File: src/rtl/mips_pkg.sv
// Shared MIPS core definitions: ROM default word, reset PC, opcodes and the
// fetch-stage types.
package mips_pkg;

  localparam logic [31:0] RESET_PC  = 32'h0000_0000;
  localparam logic [31:0] NOOP_WORD = 32'hFC00_0000;

  localparam logic [5:0] OP_RTYPE = 6'h00;
  localparam logic [5:0] OP_J     = 6'h02;
  localparam logic [5:0] OP_BEQ   = 6'h04;
  localparam logic [5:0] OP_ADDI  = 6'h08;
  localparam logic [5:0] OP_LW    = 6'h23;
  localparam logic [5:0] OP_SW    = 6'h2B;
  localparam logic [5:0] OP_NOOP  = 6'h3F;

  typedef struct packed {
    logic [31:0] pc;
    logic [31:0] instr;
  } fetch_entry_t;

  typedef logic [0:0] fetch_state_t;
  localparam fetch_state_t RUN  = 1'b0;
  localparam fetch_state_t HALT = 1'b1;

endpackage

File: src/rtl/instr_fetch_ctrl_if.sv
// Fetch-stage bus: instruction ROM port, decode handshake, redirect and halt.
// if_valid/if_ready: a word transfers on any cycle both are high; while
// if_valid=1 and no transfer occurs, if_instr/if_pc hold steady.
interface instr_fetch_ctrl_if;
  logic [31:0] imem_addr;
  logic [31:0] imem_com;
  logic        if_valid;
  logic        if_ready;
  logic [31:0] if_instr;
  logic [31:0] if_pc;
  logic        redirect_valid;
  logic [31:0] redirect_pc;
  logic        halted;

  modport master (
    output imem_addr, if_valid, if_instr, if_pc, halted,
    input  imem_com, if_ready, redirect_valid, redirect_pc
  );

  modport slave (
    input  imem_addr, if_valid, if_instr, if_pc, halted,
    output imem_com, if_ready, redirect_valid, redirect_pc
  );
endinterface

File: src/rtl/fetch_fifo.sv
// Prefetch FIFO of {pc, instr} entries with a single-cycle flush.
module fetch_fifo
  import mips_pkg::*;
#(
  parameter int DEPTH = 2
) (
  input  logic         clk,
  input  logic         rst_n,
  input  logic         flush,
  input  logic         push,
  input  logic         pop,
  input  fetch_entry_t din,
  output logic         full,
  output logic         empty,
  output fetch_entry_t head
);

  localparam int AW = $clog2(DEPTH);
  localparam int CW = AW + 1;

  fetch_entry_t  mem [DEPTH];
  logic [AW-1:0] wr_ptr;
  logic [AW-1:0] rd_ptr;
  logic [CW-1:0] count;

  assign full  = (count == CW'(DEPTH));
  assign empty = (count == '0);
  assign head  = mem[rd_ptr];

  // DEPTH is a power of two, so pointer overflow is the modulo wrap.
  always_ff @(posedge clk or negedge rst_n) begin
    if (!rst_n) begin
      wr_ptr <= '0;
      rd_ptr <= '0;
      count  <= '0;
    end else if (flush) begin
      wr_ptr <= '0;
      rd_ptr <= '0;
      count  <= '0;
    end else begin
      if (push) wr_ptr <= wr_ptr + AW'(1);
      if (pop)  rd_ptr <= rd_ptr + AW'(1);
      case ({push, pop})
        2'b10:   count <= count + CW'(1);
        2'b01:   count <= count - CW'(1);
        default: count <= count;
      endcase
    end
  end

  always_ff @(posedge clk) begin
    if (push && !flush) mem[wr_ptr] <= din;
  end

endmodule

File: src/rtl/instr_fetch_ctrl.sv
// Fetch sequencer: owns the PC, drives the instruction ROM, queues fetched
// words for decode, and handles redirects and end-of-program halt.
module instr_fetch_ctrl #(
  parameter logic [31:0] RESET_PC     = mips_pkg::RESET_PC,
  parameter int          DEPTH        = 2,
  parameter logic [31:0] NOOP_WORD    = mips_pkg::NOOP_WORD,
  parameter bit          HALT_ON_NOOP = 1'b1
) (
  input  logic                  clk,
  input  logic                  rst_n,
  instr_fetch_ctrl_if.master    bus,
  output mips_pkg::fetch_state_t dbg_state
);
  import mips_pkg::*;

  logic [31:0]  pc;
  fetch_state_t state;
  logic         push;
  logic         pop;
  logic         full;
  logic         empty;
  logic         hit_noop;
  fetch_entry_t head;
  fetch_entry_t din;
  logic         unused_rpc_lo;

  assign unused_rpc_lo = ^bus.redirect_pc[1:0];

  assign pop      = !empty && bus.if_ready;
  assign push     = (state == RUN) && !bus.redirect_valid && (!full || pop);
  assign hit_noop = HALT_ON_NOOP && (bus.imem_com == NOOP_WORD);
  assign din      = '{pc: pc, instr: bus.imem_com};

  fetch_fifo #(.DEPTH(DEPTH)) u_fifo (
    .clk   (clk),
    .rst_n (rst_n),
    .flush (bus.redirect_valid),
    .push  (push),
    .pop   (pop),
    .din   (din),
    .full  (full),
    .empty (empty),
    .head  (head)
  );

  // Redirect outranks both the +4 step and a halting NOOP fetched alongside it.
  always_ff @(posedge clk or negedge rst_n) begin
    if (!rst_n) begin
      pc    <= RESET_PC;
      state <= RUN;
    end else if (bus.redirect_valid) begin
      pc    <= {bus.redirect_pc[31:2], 2'b00};
      state <= RUN;
    end else if (push) begin
      if (hit_noop) state <= HALT;
      else          pc    <= pc + 32'd4;
    end
  end

  assign bus.imem_addr = pc;
  assign bus.if_valid  = !empty;
  assign bus.if_instr  = empty ? 32'h0 : head.instr;
  assign bus.if_pc     = empty ? 32'h0 : head.pc;
  assign bus.halted    = (state == HALT) && empty;
  assign dbg_state     = state;

endmodule
File: src/flat_wrapper.sv
// flat-port wrapper written by rule: the top's interface ports become plain ports
module instr_fetch_ctrl_flat import mips_pkg::*;
#(
  parameter logic [31:0] RESET_PC     = mips_pkg::RESET_PC,
  parameter int          DEPTH        = 2,
  parameter logic [31:0] NOOP_WORD    = mips_pkg::NOOP_WORD,
  parameter bit          HALT_ON_NOOP = 1'b1
)
  (clk, rst_n, dbg_state, bus_imem_addr, bus_if_valid, bus_if_instr, bus_if_pc, bus_halted, bus_imem_com, bus_if_ready, bus_redirect_valid, bus_redirect_pc);
  instr_fetch_ctrl_if bus_i ();
  input  logic clk;
  input  logic rst_n;
  output mips_pkg::fetch_state_t dbg_state;
  output wire logic [$bits(bus_i.imem_addr)-1:0] bus_imem_addr;
  output wire logic [$bits(bus_i.if_valid)-1:0] bus_if_valid;
  output wire logic [$bits(bus_i.if_instr)-1:0] bus_if_instr;
  output wire logic [$bits(bus_i.if_pc)-1:0] bus_if_pc;
  output wire logic [$bits(bus_i.halted)-1:0] bus_halted;
  input wire logic [$bits(bus_i.imem_com)-1:0] bus_imem_com;
  input wire logic [$bits(bus_i.if_ready)-1:0] bus_if_ready;
  input wire logic [$bits(bus_i.redirect_valid)-1:0] bus_redirect_valid;
  input wire logic [$bits(bus_i.redirect_pc)-1:0] bus_redirect_pc;
  assign bus_imem_addr = bus_i.imem_addr;
  assign bus_if_valid = bus_i.if_valid;
  assign bus_if_instr = bus_i.if_instr;
  assign bus_if_pc = bus_i.if_pc;
  assign bus_halted = bus_i.halted;
  assign bus_i.imem_com = bus_imem_com;
  assign bus_i.if_ready = bus_if_ready;
  assign bus_i.redirect_valid = bus_redirect_valid;
  assign bus_i.redirect_pc = bus_redirect_pc;
  instr_fetch_ctrl #(.RESET_PC(RESET_PC), .DEPTH(DEPTH), .NOOP_WORD(NOOP_WORD), .HALT_ON_NOOP(HALT_ON_NOOP)) u_core (.clk(clk), .rst_n(rst_n), .bus(bus_i), .dbg_state(dbg_state));
endmodule
File: config.mk
export PLATFORM = sky130hd
export DESIGN_NAME = instr_fetch_ctrl_flat
export DESIGN_NICKNAME = d
export VERILOG_FILES = /design/src/rtl/mips_pkg.sv /design/src/rtl/instr_fetch_ctrl_if.sv /design/src/rtl/fetch_fifo.sv /design/src/rtl/instr_fetch_ctrl.sv /design/src/flat_wrapper.sv
export SDC_FILE = /design/constraint.sdc
export NUM_CORES = 1
export LEC_CHECK = 0
export ABC_AREA = 1
export CAP_MARGIN = 10
export CELL_PAD_IN_SITES_DETAIL_PLACEMENT = 0
export CELL_PAD_IN_SITES_GLOBAL_PLACEMENT = 1
export CORE_MARGIN = 3
export CORE_UTILIZATION = 35
export DETAILED_ROUTE_END_ITERATION = 8
export PLACE_DENSITY = 0.82
export SLEW_MARGIN = 30
export SYNTH_ARGS = -nofsm -noshare
export SYNTH_HDL_FRONTEND = slang
export SYNTH_HIERARCHICAL = 1
export SYNTH_SLANG_ARGS = --single-unit
File: constraint.sdc
create_clock -name clk -period 9.1 [get_ports clk]
set_clock_uncertainty 0.1 [all_clocks]
set_input_delay 0.91 -clock clk [delete_from_list [all_inputs] [get_ports clk]]
set_output_delay 0.91 -clock clk [all_outputs]
set_load 0.01 [all_outputs]
==> results.md <==
- Run status: completed
- Cell count after synthesis: slightly above 800
- Max-cap violation count: 0
- Dominant cell by count in the synthesized netlist: nand2_1
- Power density over the cells: between 200 and 250 mW/mm2
- Share of post-route cells with drive strength above 1: a little under an eighth
- Sequential power share: approximately two fifths
- CTS buffer count: 17
- FF-to-FF setup slack: 6340 ps
- Power share of the clock group: between 20 and 30%
- Number of diodes: 0
- Remaining routing DRC violations: 0
- Dpl hpwl: about 13 mm
- 1st-iter DRT viols: between 300 and 400
- Final weighted congestion in routability-driven placement: 0.813
- Min Clock Period, post-route: 3520 ps
- Count of state elements after synthesis: about 160
- Flip-flop cell with the highest count after synthesis: edfxtp_1
- Path depth of the worst reg2reg path: 7
- Critical path arrival: around 2500 ps
- P_leak: 4.44 nW
- Antenna Nets Post-Route: 0
- First-pass iteration count of the detailed router: 5
- Worst setup SP type: register
- Clock transition time at the flip-flop clock pins of the worst setup and hold paths: about 70 ps
- Net switching component of the power: 828 uW
- Setup violations, final: 0
- Class of the most critical hold timing path: primary input to asynchronous set/reset pin
- Top-area cell type share of the netlist area: a little under half
- Overall die height: roughly 160 um
- Antenna violations before repair: 0
- Critical register-to-register path endpoint: u_core/u_fifo/mem[1][56]$_DFFE_PP_
- Leading cell types by total area after synthesis: edfxtp_1 48%, dfrtp_1 11%, nand2_1 9.3%
- Total vias in the final route: about 5,900
- Per-cell via count in the routed design: about 4.6
- Row cnt: between 50 and 60
- TritonCTS clock tree: done
- Top-Level Pins: 167
- Vias in the first global route: roughly 5,900
- Summed instance area of the synthesized netlist: 0.00806 mm2
- Crit Path Category: register to primary output
- Final layout net count: between 1,000 and 1,500
- Measured slew at the worst slew-check pin: roughly 670 ps
- Root Buffer Master: clkbuf_16
- Number of unique standard cell types used by synthesis: 29
- Total overflow reported by the global router: 0
- Max Buffers Root-to-Sink: 2
- Aggregate global-route resource usage: 15.9%
- Max rail drop VDD: between 0.1 and 0.15 mV
- Number of warnings issued by yosys: 6
- Required time of the critical path: around 8100 ps
- Number of buffers added to fix hold violations after cts: 0
- Average routed wire per standard cell: around 15 um
- Layout area overhead: 32.0%
- Max Transition Viols Final: 0
- Combinational fraction of design power: about a third
- Pin count of the biggest net entering global routing: 67
- Commonest cells post-synth: 200 x nand2_1, 138 x nor2_1, 128 x edfxtp_1
- Area leader, netlist: edfxtp_1
- Setup repair bufs after CTS: 0
- Area of the core region: 0.0222 mm2
- Part of the cycle the worst path needs: between 30% and 40%
- Floorplan die area: ~0.025 mm2
- Syn avg cell area: around 9.9 um2
- First-pass GRT wire length: a little over 30 mm
- Worst-Skew Late Latency: 420 ps
- Highest clock frequency the design can meet: 284 MHz
- Fin. Hold Viols: 0
- Switching Share: about a third
- Share of async-settable or async-resettable flops after synthesis: a little over a fifth
- Internal power contribution: between 1.5 and 2 mW
- Maximum fanout encountered on the critical timing path: 34
- Chip width: approximately 160 um
- Sum Neg Setup Slack: 0 ps
- Post-cts gate resize count: 0
- Proportion of synthesized chip area in sequential cells: ~60%
- Sink count of the clock tree: ~160
- Design Power: roughly 2.6 mW
- Setup crit end kind: primary output
- Unrepaired setup endpoints after global routing: false
- Post-synth EDFFs: ~130
- Initial standard-cell utilization of the core: between 30% and 40%
- Post-detailed-routing wire length: between 15 and 20 mm
- Remaining max-slew budget at the tightest pin: a little under three fifths
- H-tree levels: 4
- Startpoint of the worst-slack reg-to-reg timing path: u_core/u_fifo/count[0]$_DFFE_PN0P_
- Port Buffers: around 160
## sequential cells by signal, indices dropped and copies added, names as in the netlist
| register | count |
|---|---|
| u_core/dbg_state | 1 |
| u_core/u_fifo/rd_ptr | 1 |
| u_core/u_fifo/count | 2 |
| u_core/u_fifo/wr_ptr | 1 |
| u_core/u_fifo/mem | 128 |
| u_core/bus.imem_addr | 30 |
## power by group through the flow
stage	combinational (mW)	sequential [mW]	clock [mW]
floorplan	0.456	1.01	0
global placement	0.826	1.06	0
detailed placement	0.859	1.05	0
CTS	0.863	1.03	0.744
global route	0.932	1.05	0.775
finish	0.847	1.03	0.724
## kinds of logic (layout without fill, tap and decap cells)
family          after synthesis  count (layout)  share of synthesized area, %
flops                       163             163                          58.5
fa+ha+maj                     1               1                         0.155
compound gates                8               8                         0.543
mux                          64              64                          10.7
other cells                   1               6                        0.0465
xor+xnor                     11              11                          1.19
simple gates                426             426                          21.6
buf+inv                     141             316                          7.26
## critical path, stage by stage (launching register included)
cell             delay (ps)
dfrtp_4                 810
buf_16                  310
mux2_2                  370
inv_1                    50
nor2_1                   40
clkdlybuf4s50_1         510
## through the flow
stage          util (%)  hold slack, ps  setup WS (ps)  instance area (um2)  instances
4_1_cts            47.9             488           5510                10600       1275
2_1_floorplan         -             381           4400                 8080        820
3_3_place_gp       44.8             460           5120                 9960       1240
3_5_place_dp       45.2             471           5400                10000       1243
5_1_grt            47.9             380           5410                10600       1275
6_report           47.9             364           5580                10600       1275
## cells in the final DEF, fill, tap and decap left out, types with 6 or more instances in the layout
| master | count |
|---|---|
| nand2_1 | 200 |
| xor2_1 | 7 |
| nand3_1 | 76 |
| mux2_2 | 26 |
| conb_1 | 6 |
| mux2_4 | 38 |
| edfxtp_1 | 128 |
| clkbuf_16 | 17 |
| buf_4 | 8 |
| inv_1 | 112 |
| dfrtp_1 | 34 |
| clkdlybuf4s50_1 | 161 |
| nor2_1 | 135 |
## worst max path at each step
stage | from | to | slack (ps) | cells past startpoint
final | u_core/u_fifo/rd_ptr$_DFFE_PN0P_ | bus_if_instr[6] | 5580 | 5
after global routing | u_core/u_fifo/rd_ptr$_DFFE_PN0P_ | bus_if_pc[28] | 5410 | 5
after global placement | bus_redirect_valid | u_core/u_fifo/mem[1][59]$_DFFE_PP_ | 5120 | 8
after detailed placement | bus_redirect_valid | u_core/u_fifo/mem[1][59]$_DFFE_PP_ | 5400 | 8
after CTS | u_core/u_fifo/rd_ptr$_DFFE_PN0P_ | bus_if_instr[6] | 5510 | 5
after floorplan | bus_if_ready | u_core/u_fifo/mem[0][0]$_DFFE_PP_ | 4400 | 6
## layout make-up
type / instances / area, um2
Tap cell: 280 / 350
Clock inverter: 14 / 166
Clock buffer: 18 / 429
Multi-Input combinational cell: 516 / 2800
Sequential cell: 163 / 4720
Fill cell: 2088 / 11600
Inverter: 112 / 420
Timing Repair Buffer: 172 / 1750
## routing by layer
layer | up-vias | GRT usage, % | part of all wire (%)
met2 | 166 | 26.5 | 48
li1 | 2955 | - | -
met5 | - | 0 | 0
met1 | 2766 | 20.9 | 46
met3 | 10 | 3.88 | 5.6
met4 | 0 | 3.84 | 0.82
Power figures use the tool's default switching activity.
